$ cat src/rtl/alu_arbiter.sv
// alu_arbiter
//   Shares one combinational ALU between two requesters using round-robin
//   arbitration. Each requester hands over one op through a valid/ready
//   handshake. The op and operands are registered and driven to the ALU, the
//   result is sampled after LAT cycles, and it is returned on a response
//   channel that is held until the consumer accepts it.
//
// Ports
//   clk, rst_n                  clock, asynchronous active-low reset
//   req{0,1}_valid/_ready       request handshake (ready only in IDLE, granted side)
//   req{0,1}_op/_a/_b           request op code and operands
//   rsp_valid/rsp_ready         response handshake
//   rsp_id/_data/_zero/_err     response owner, result, zero flag, illegal-op flag
//   alu_a/alu_b/alu_op          registered drive to the ALU
//   alu_out/alu_zero            ALU result and zero flag
module alu_arbiter #(
  parameter int unsigned WIDTH = 16,
  parameter int unsigned OPW   = 3,
  parameter int unsigned LAT   = 1
) (
  input  logic             clk,
  input  logic             rst_n,
  input  logic             req0_valid,
  output logic             req0_ready,
  input  logic [OPW-1:0]   req0_op,
  input  logic [WIDTH-1:0] req0_a,
  input  logic [WIDTH-1:0] req0_b,
  input  logic             req1_valid,
  output logic             req1_ready,
  input  logic [OPW-1:0]   req1_op,
  input  logic [WIDTH-1:0] req1_a,
  input  logic [WIDTH-1:0] req1_b,
  output logic             rsp_valid,
  input  logic             rsp_ready,
  output logic             rsp_id,
  output logic [WIDTH-1:0] rsp_data,
  output logic             rsp_zero,
  output logic             rsp_err,
  output logic [WIDTH-1:0] alu_a,
  output logic [WIDTH-1:0] alu_b,
  output logic [OPW-1:0]   alu_op,
  input  logic [WIDTH-1:0] alu_out,
  input  logic             alu_zero
);

  typedef enum logic [1:0] {
    S_IDLE = 2'd0,
    S_EXEC = 2'd1,
    S_RESP = 2'd2
  } state_t;

  localparam logic [3:0]     CNT_INIT = 4'(LAT - 1);
  localparam logic [OPW-1:0] OP_MAX   = OPW'(5);

  state_t           state_q, state_d;
  logic             rr_q, rr_d;
  logic             id_q, id_d;
  logic [OPW-1:0]   op_q, op_d;
  logic [WIDTH-1:0] a_q, a_d;
  logic [WIDTH-1:0] b_q, b_d;
  logic [3:0]       cnt_q, cnt_d;
  logic [WIDTH-1:0] rsp_data_q, rsp_data_d;
  logic             rsp_zero_q, rsp_zero_d;
  logic             rsp_err_q, rsp_err_d;

  logic gnt0, gnt1;
  logic op_illegal;

  // Grant selection. Gated by rst_n so both readies read 0 while reset is
  // asserted, even though the state register already sits in IDLE.
  always_comb begin
    gnt0 = 1'b0;
    gnt1 = 1'b0;
    if (state_q == S_IDLE && rst_n) begin
      if (!rr_q) begin
        if (req0_valid)      gnt0 = 1'b1;
        else if (req1_valid) gnt1 = 1'b1;
      end else begin
        if (req1_valid)      gnt1 = 1'b1;
        else if (req0_valid) gnt0 = 1'b1;
      end
    end
  end

  assign op_illegal = (op_q > OP_MAX);

  always_comb begin
    state_d    = state_q;
    rr_d       = rr_q;
    id_d       = id_q;
    op_d       = op_q;
    a_d        = a_q;
    b_d        = b_q;
    cnt_d      = cnt_q;
    rsp_data_d = rsp_data_q;
    rsp_zero_d = rsp_zero_q;
    rsp_err_d  = rsp_err_q;
    case (state_q)
      S_IDLE: begin
        if (gnt0 || gnt1) begin
          id_d    = gnt1;
          op_d    = gnt1 ? req1_op : req0_op;
          a_d     = gnt1 ? req1_a  : req0_a;
          b_d     = gnt1 ? req1_b  : req0_b;
          cnt_d   = CNT_INIT;
          rr_d    = ~gnt1;
          state_d = S_EXEC;
        end
      end
      S_EXEC: begin
        if (cnt_q == '0) begin
          // Illegal ops still reach the ALU; only the result is discarded.
          rsp_data_d = op_illegal ? '0 : alu_out;
          rsp_zero_d = alu_zero;
          rsp_err_d  = op_illegal;
          state_d    = S_RESP;
        end else begin
          cnt_d = cnt_q - 4'd1;
        end
      end
      S_RESP: begin
        if (rsp_ready) state_d = S_IDLE;
      end
      default: state_d = S_IDLE;
    endcase
  end

  always_ff @(posedge clk or negedge rst_n) begin
    if (!rst_n) begin
      state_q    <= S_IDLE;
      rr_q       <= 1'b0;
      id_q       <= 1'b0;
      op_q       <= '0;
      a_q        <= '0;
      b_q        <= '0;
      cnt_q      <= '0;
      rsp_data_q <= '0;
      rsp_zero_q <= 1'b0;
      rsp_err_q  <= 1'b0;
    end else begin
      state_q    <= state_d;
      rr_q       <= rr_d;
      id_q       <= id_d;
      op_q       <= op_d;
      a_q        <= a_d;
      b_q        <= b_d;
      cnt_q      <= cnt_d;
      rsp_data_q <= rsp_data_d;
      rsp_zero_q <= rsp_zero_d;
      rsp_err_q  <= rsp_err_d;
    end
  end

  assign req0_ready = gnt0;
  assign req1_ready = gnt1;
  assign rsp_valid  = (state_q == S_RESP);
  assign rsp_id     = id_q;
  assign rsp_data   = rsp_data_q;
  assign rsp_zero   = rsp_zero_q;
  assign rsp_err    = rsp_err_q;
  assign alu_a      = a_q;
  assign alu_b      = b_q;
  assign alu_op     = op_q;

endmodule
$ cat config.mk
export PLATFORM = sky130hd
export DESIGN_NAME = alu_arbiter
export DESIGN_NICKNAME = d
export VERILOG_FILES = /design/src/rtl/alu_arbiter.sv
export SDC_FILE = /design/constraint.sdc
export NUM_CORES = 1
export LEC_CHECK = 0
export BUFFER_PORTS_ARGS = -buffer_cell sky130_fd_sc_hd__buf_2
export CAP_MARGIN = 25
export CORE_MARGIN = 2
export CORE_UTILIZATION = 50
export CTS_CLUSTER_SIZE = 16
export DETAILED_ROUTE_END_ITERATION = 12
export GPL_TIMING_DRIVEN = 0
export PLACE_DENSITY = 0.95
export SETUP_SLACK_MARGIN = 0.1
export SLEW_MARGIN = 0
export SYNTH_ARGS = -nofsm -noshare
export SYNTH_HDL_FRONTEND = slang
export SYNTH_SLANG_ARGS = --single-unit
$ cat constraint.sdc
create_clock -name clk -period 2.4 [get_ports clk]
set_input_delay 0.36 -clock clk [delete_from_list [all_inputs] [get_ports clk]]
set_output_delay 0.36 -clock clk [all_outputs]
set_load 0.005 [all_outputs]
-- After elaboration in Yosys (flattened, before gate mapping)
Index checks and enable logic that the tools add are counted.
- input bits: 92
- word-level logic and storage cells: 47
- flip-flop bits (word level): 61
- output and inout port bits: 57
- mux-type cells: 19
- equal/unequal tests: 6
- bitwise logic cells: 1
- reduce and logical (&&, ||, !) cells: 9
- $add $sub $neg: 1
- $lt $le $gt $ge: 1
- operator list (cell ; count):
    16-bit two-way mux ; 3
    1-bit two-way mux ; 8
    4-bit two-way mux ; 2
    4-bit one-hot mux with 2 select lines ; 1
    2-bit two-way mux ; 3
    2-bit one-hot mux with 3 select lines ; 1
    3-bit AND reduction ; 2
    4-bit logical NOT ; 1
    2-bit by 1-bit inequality test with 1-bit output (second input constant) ; 2
    2-bit inequality test (second input constant) ; 2
    2-bit AND reduction ; 2
    4-bit by 1-bit subtractor with 4-bit output (second input constant) ; 1
    3-bit > comparator (second input constant) ; 1
    3-bit two-way mux ; 1
    2-bit by 1-bit equality test with 1-bit output (second input constant) ; 1
    2-bit equality test (second input constant) ; 1
    2-bit logical NOT ; 1
    2-bit nonzero test ; 1
    1-bit logical AND ; 1
    1-bit logical OR ; 1
    1-bit inverter ; 1

-- Longest topological paths before layout
Gate-level depths: netlist of the first run.
- word-level depth: 7
- mapped depth: 6
- depth with buffers taken out: 5

-- Least setup slack after synthesis of the first run
Ideal clock, no wire load.
- kind: register -> register
- start point: reg cnt_q[0]
- end point: reg cnt_q[0]
- required time: 2276 ps
- slack: 831 ps
- setup time: 124 ps
- clock period less this slack: 1569 ps
- cell stages (with the launch flop): 7
- data arrival time: 1446 ps
- cell sequence: dfrtp_1 > inv_1 > ha_1 > nor3b_2 > clkbuf_1 > nor3_1 > a211o_1
- word-level cells in the longest chain between the ends: 3
- elaborated cells between the ends (all ways): 6
- those cells by class: add/sub: 1; eq/ne: 1; mux: 2; reduce/logical: 2
- RTL lines (element ; RTL line ; source):
    start, declared ; 61 ; logic [3:0] cnt_q, cnt_d;
    start signal, assigned ; 147 ; cnt_q <= cnt_d;
    4-bit by 1-bit subtractor with 4-bit output or 4-bit logical NOT (tied branches) ; 118, 111 ;
    4-bit two-way mux or 2-bit inequality test (tied branches) ; -- ;
    4-bit one-hot mux with 2 select lines or 3-bit AND reduction (tied branches) ; -- ;
Several ways; a longest one is shown, not always the timed one. The select of a mux whose other input is x is not followed.
A chain may end at the register's enable or synchronous reset.

-- Worst setup path in the final report of the first run
- start point: reg state_q[0]
- end point: out req0_ready
- word-level cells in the longest chain between the ends: 3
- RTL lines (element ; RTL line ; source):
    start, declared ; 55 ; state_t state_q, state_d;
    start signal, assigned ; 141 ; state_q <= state_d;
    2-bit logical NOT ; 74 ; if (state_q == S_IDLE && rst_n) begin
    1-bit logical AND ; 74 ;
    1-bit two-way mux ; 74 ;
    end, declared ; 24 ; output logic req0_ready,
Every way passes these cells.

==> impl_metrics.toml, run 1 <==
[run_status]
status = "finished, final reports clean"

[flow_run]
cap_violations = 0

[yosys]
synthAdderAreaFrac_pct = 0.818
synth.area.mux_share_pct = 0.695
ys_ff_latch = 61
synthTopCellsByArea = "dfrtp_1 50%, a221o_1 11%, nor3_2 9.8%, and4_1 4.6%, nand2_1 4.5%"
yosysUniqueCellTypes = 35
synth-xor-area-share_pct = 0
yosysTopAreaCell = "dfrtp_1"
synth-seq-area-share_pct = 49.9
netlist_area_mm2 = 0.00306
synth_top_area_share_pct = 49.9
syn_nets = 361
synth-simple-area-share_pct = 24.2
synth_warnings = 0
synthCells = 267
syn_avg_cell_area_um2 = 11.5
synth_compound_area_share_pct = 18.5
synth_top_family_by_area = "simple AND/OR/NAND/NOR gates"

[global_route]
grt_pass1_wl_um = 14600
grt_pass1_vias = 3012
overflow = 0
gr-usage-all-layers_pct = 28.7
grt_max_degree = 34
antenna_found_initial = 0

[routing]
routed_wl_um = 9280
firstDrtPassIters = 4
post_drt_via_cell_ratio = 5.77
drt-initial-drc-count = 130
wire_per_inst_um = 18.2
dr_total_vias = 2936
ant_nets = 0
remaining_drc_errors = 0

[sta]
fmax_mhz = 494
post-route-min-period_ns = 2.02
tightest_slew_ns = 0.471
hold_viol = 0
rsz0062_at_grt = "no"
setup_violations = 0
relSlewSlack_pct = 68.6
slew_violations = 0
fin_skew_ns = 0.0114
finalCritPeriodShare_pct = 84.3
tns_ns = 0
fin_ws_ns = 0.376

[clocking]
cts.clk_slew.worst_paths_ns = 0.07
cts_root_buf = "clkbuf_8"
clk_path_buf_depth = 2
clkLatencyLatePin_ns = 0.34
cts_made_buffers = 9
cts_tree = "yes"
cts_sinks = 61
cts_max_level = 3

[die]
io_pins = 149
initial_utilization_pct = 51.7
die_area_mm2 = 0.00676
die_w_um = 82.2
core-area_mm2 = 0.00592
num_rows = 28
die_y_um = 82.2

[pwr]
power.total_mw = 5.00
power_density_mw_per_mm2 = 1180
static-leakage-power_nw = 2.24
ir_drop_mv = 0.573

[min_path]
hold_class = "in2async"

[final_layout]
diodes = 0
fillers = 451
drive_gt1_share_pct = 50.7
layout_common_cells = "157 x buf_2, 61 x dfrtp_1, 37 x nand2_1, 35 x a221o_1, 30 x nor3_2"
nNetsFinal = 524
fin_cells = 509
final_common_cell = "buf_2"
syn2layout_area_growth_pct = 38.0

[worst_setup_path]
crit_top_cell = "buf_2"
critPathMaxStageDelay_ns = 0.46
cp.arrival_ns = 1.66
critPathSlowestCell = "dfrtp_1"
critPathMaxFanout = 10
start_kind = "flip-flop"
path_delay_family = "simple AND/OR/NAND/NOR gates"
worst-setup-path-type = "reg2out"
worst_ep_required_time_ns = 2.04
cp_cell_sequence = "nor3b_2, and3_4, buf_2, buf_2"
path_buf_inv = 2
cp-end-kind = "primary output"

[place]
io_buffers = 148
post-place-cells = 491
pre_cts_ws_ns = -0.197
gp_congestion = 0.715
hpwl_um = 6430
## per-stage QoR
stage	util, %	area, um^2	hold slack [ns]
6_report	71.3	4220	0.0742
5_1_grt	71.3	4220	0.0885
4_1_cts	71.3	4220	0.0645
3_5_place_dp	66.1	3920	0.464
3_3_place_gp	65.8	3890	0.453
2_1_floorplan	-	3060	0.0644
## worst paths after layout
check                                          from                        to  slack, ns  depth (start not counted)
max                          state_q[0]$_DFFE_PN0P_                req0_ready       0.38                          4
max reg2reg                    cnt_q[0]$_DFFE_PN0P_      cnt_q[0]$_DFFE_PN0P_       0.48                          6
max in group asynchronous                     rst_n     alu_b[10]$_DFFE_PN0P_       2.12                          3
min                                           rst_n  rsp_data[13]$_DFFE_PN0P_       0.07                          3
min in group clk                          req0_b[5]      alu_b[5]$_DFFE_PN0P_       0.26                          2
min reg2reg                rsp_data[10]$_DFFE_PN0P_  rsp_data[10]$_DFFE_PN0P_       0.48                          1
## power by group
group          switching, mW  total, mW  internal (mW)
registers              0.321       1.82           1.50
clock network          0.391       1.13          0.739
logic                   1.03       2.04           1.01
total                   1.74       5.00           3.25
## flip-flops by register name, indices dropped and copies added, names as in the netlist
signal / count
alu_op: 3
rsp_err: 1
rsp_id: 1
rr_q: 1
rsp_zero: 1
alu_b: 16
state_q: 2
alu_a: 16
rsp_data: 16
cnt_q: 4
## timing repair
item | in CTS | in global routing
resized for setup | 1 | 0
endpoints found under the hold margin | 33 | 0
hold buffers | 3 | 0
setup endpoints to repair | 2 | 0
setup buffers | 0 | 0
## worst min-delay path: stages
cell	delay [ns]
buf_4	0.12
buf_12	0.10
buf_12	0.19
## cell usage after synthesis (all sizes together)
cell type,number
inv,6
clkbuf,7
a21o,17
and3,3
nor4b,1
o41ai,1
a21boi,2
nor2b,3
mux2,1
a21oi,1
mux2i,1
nand3,1
nor2,1
o21ai,3
or2b,1
o21a,2
nand2b,1
nor3b,2
ha,2
nand2,38
o21bai,1
nor3,38
a221o,35
and4,16
or3b,1
buf,18
dfrtp,61
nand3b,1
a211o,2
## cell type report
cell class | instances | area, um^2 | share of cell area [%]
Tap cell | 75 | 93.8 | 2.22
Clock buffer | 11 | 151 | 3.58
Clock inverter | 4 | 95.1 | 2.25
Multi-Input combinational cell | 175 | 1350 | 32.0
Buffer | 25 | 159 | 3.76
Sequential cell | 61 | 1530 | 36.1
Timing Repair Buffer | 152 | 823 | 19.5
Inverter | 6 | 22.5 | 0.533
## routing by layer
layer	GRT usage (%)	share of wire, %	wire length, um	up-vias
li1	-	-	-	1333
met1	34.5	38	3560	1410
met2	46.3	49	4550	157
met3	7.07	8.9	828	36
met4	17.7	3.7	342	0
met5	0	0	0	-
## cells by family after synthesis
kind of cell | count (synthesis)
DFF | 61
and+or+nand+nor | 107
muxes | 2
buffers and inverters | 31
adders and majority gates | 2
AOI/OAI and AO/OA | 64
No activity file was read; power rests on OpenSTA's default activity.
==> run 2, diff against run 1 <==
ABC_AREA = 1   (was not set)
CORE_UTILIZATION = 44   (was 50)
PLACE_DENSITY = 0.89   (was 0.95)
clock period = 2.01 ns   (was 2.4 ns; I/O delays follow)
==> run 2 against run 1 <==
Compared with the run above:
- cell count is 13% higher
- sequential share of layout area is 2.8 points higher
- sequential power is 18% higher
==> impl_metrics.toml, run 2 <==
[yosys]
synth_warnings = 0
synthAdderAreaFrac_pct = 0.923
syn_avg_cell_area_um2 = 8.40
yosysTopAreaCell = "dfrtp_1"
yosysUniqueCellTypes = 21
synth_top_family_by_area = "simple AND/OR/NAND/NOR gates"
syn_nets = 417
synth_compound_area_share_pct = 1.43
synth-xor-area-share_pct = 0.323
synth_top_area_share_pct = 56.3
ys_ff_latch = 61
synthArstFlopShare_pct = 100
ys.flop_type = "dfrtp_1"
synth-simple-area-share_pct = 35.9
synth.area.mux_share_pct = 0
synth_edf_count = 0
synthTopCellsByArea = "dfrtp_1 56%, nand2_1 24%, nand3_1 7.7%, buf_6 2.5%, nor2_4 1.2%"
netlist_area_mm2 = 0.00271
synth_common_cells = "174 x nand2_1, 61 x dfrtp_1, 42 x nand3_1, 7 x inv_1, 7 x nor2_1"
yosysMostFrequentCell = "nand2_1"
synth-seq-area-share_pct = 56.3
synthCells = 323

[pwr]
ir_drop_mv = 0.678
static-leakage-power_nw = 2.25
power.total_mw = 5.35
power_density_mw_per_mm2 = 1370

[routing]
routed_wl_um = 7340
firstDrtPassIters = 4
dr_total_vias = 2735
ant_nets = 0
remaining_drc_errors = 0
post_drt_via_cell_ratio = 4.76
drt-initial-drc-count = 100
wire_per_inst_um = 12.8

[sta]
setup_violations = 0
holdWs_ns = 0.0208
fmax_mhz = 544
post-route-min-period_ns = 1.84
tightest_slew_ns = 0.367
slew_violations = 0
hold_viol = 0
fin_ws_ns = 0.173
tns_ns = 0
rsz0062_at_grt = "yes"
relSlewSlack_pct = 75.4
fin_skew_ns = 0.00613
finalCritPeriodShare_pct = 91.4

[final_layout]
nNetsFinal = 588
drive_gt1_share_pct = 39.7
final_area_mm2 = 0.00392
layout_common_cells = "174 x nand2_1, 152 x buf_2, 60 x dfrtp_1, 42 x nand3_1, 9 x clkbuf_8"
syn2layout_area_growth_pct = 44.5
utilization_pct = 65.8
fin_cells = 574
diodes = 0
final_common_cell = "nand2_1"

[worst_setup_path]
worst-setup-path-type = "reg2out"
start_kind = "flip-flop"
cp-end-kind = "primary output"
critPathMaxFanout = 10
worst_ep_required_time_ns = 1.71
cp.arrival_ns = 1.54
critPathSlowestCell = "dfrtp_2"
path_delay_family = "buffers and inverters"
cp_cell_sequence = "nor2_4, nand2_4, nor2_4, buf_6, buf_6, buf_2"
critPathMaxStageDelay_ns = 0.44
path_buf_inv = 3

[place]
place_area_mm2 = 0.00357
pre_cts_ws_ns = -0.367
gp_congestion = 0.758
io_buffers = 148
post-place-cells = 547
hpwl_um = 5360

[clocking]
cts.clk_slew.worst_paths_ns = 0.07
cts_root_buf = "clkbuf_8"
cts_sinks = 61
clkLatencyLatePin_ns = 0.33
cts_max_level = 3
cts_made_buffers = 9
cts_tree = "yes"
clk_path_buf_depth = 2

[global_route]
gr-usage-all-layers_pct = 21.3
antenna_found_initial = 0
grt_pass1_vias = 2510
grt_pass1_wl_um = 10800
overflow = 0
grt_max_degree = 33

[die]
die_y_um = 82.5
initial_utilization_pct = 45.5
num_rows = 28
die_area_mm2 = 0.00681
io_pins = 149
core-area_mm2 = 0.00596
die_w_um = 82.5

[run_status]
status = "finished, final reports clean"

[min_path]
hold_class = "in2async"

[flow_run]
cap_violations = 0
[run 2: tightest hold or removal path: stages]
cell    delay (ns)
buf_6         0.09
buf_12        0.12
buf_12        0.19
[run 2: logic make-up after synthesis]
| logic type | Yosys count |
|---|---|
| compound gates | 5 |
| xor+xnor | 1 |
| fa+ha+maj | 2 |
| buf+inv | 22 |
| flops | 61 |
| simple gates | 232 |
[run 2: final timing paths]
| kind | start | to | slack (ns) | cells after the start |
|---|---|---|---|---|
| hold / removal | rst_n | alu_a[8]$_DFFE_PN0P_ | 0.02 | 3 |
| setup reg to reg | cnt_q[0]$_DFFE_PN0P_ | rsp_data[1]$_DFFE_PN0P_ | 0.31 | 9 |
| max in group asynchronous | rst_n | alu_op[2]$_DFFE_PN0P_ | 1.25 | 4 |
| hold reg to reg | rsp_data[2]$_DFFE_PN0P_ | rsp_data[2]$_DFFE_PN0P_ | 0.47 | 2 |
| min in group clk | rsp_ready | state_q[1]$_DFFE_PN0P_ | 0.15 | 2 |
| setup / recovery | state_q[0]$_DFFE_PN0P_ | req1_ready | 0.17 | 6 |
[run 2: area by class of cell]
cell class / instances / area, um^2
Clock inverter: 5 / 75.1
Multi-Input combinational cell: 240 / 1060
Sequential cell: 61 / 1530
Timing Repair Buffer: 160 / 890
Tap cell: 75 / 93.8
Clock buffer: 11 / 131
Inverter: 9 / 33.8
Buffer: 13 / 111
Fill cell: 484 / 2040
[run 2: power breakdown]
group / internal (mW) / total, mW / switching [mW]
combinational: 0.958 / 2.07 / 1.12
sequential: 1.80 / 2.14 / 0.345
clock: 0.692 / 1.14 / 0.445
[run 2: metal layers]
metal  routed length [um]  track usage, %  share of wire (%)  up-vias
met1                 3030            24.0                 41     1235
met5                    0               0                  0        -
li1                     -               -                  -     1357
met2                 3650            38.2                 50      129
met3                  543            5.11                7.4       14
met4                  122            9.34                1.7        0
[run 2: timing repair]
item,in CTS,in global routing
hold buffers,4,0
gates cloned,0,0
pin swaps,2,0
resized for setup,5,2
buffers inserted,3,4
setup endpoints to repair,2,2
endpoints found under the hold margin,29,0
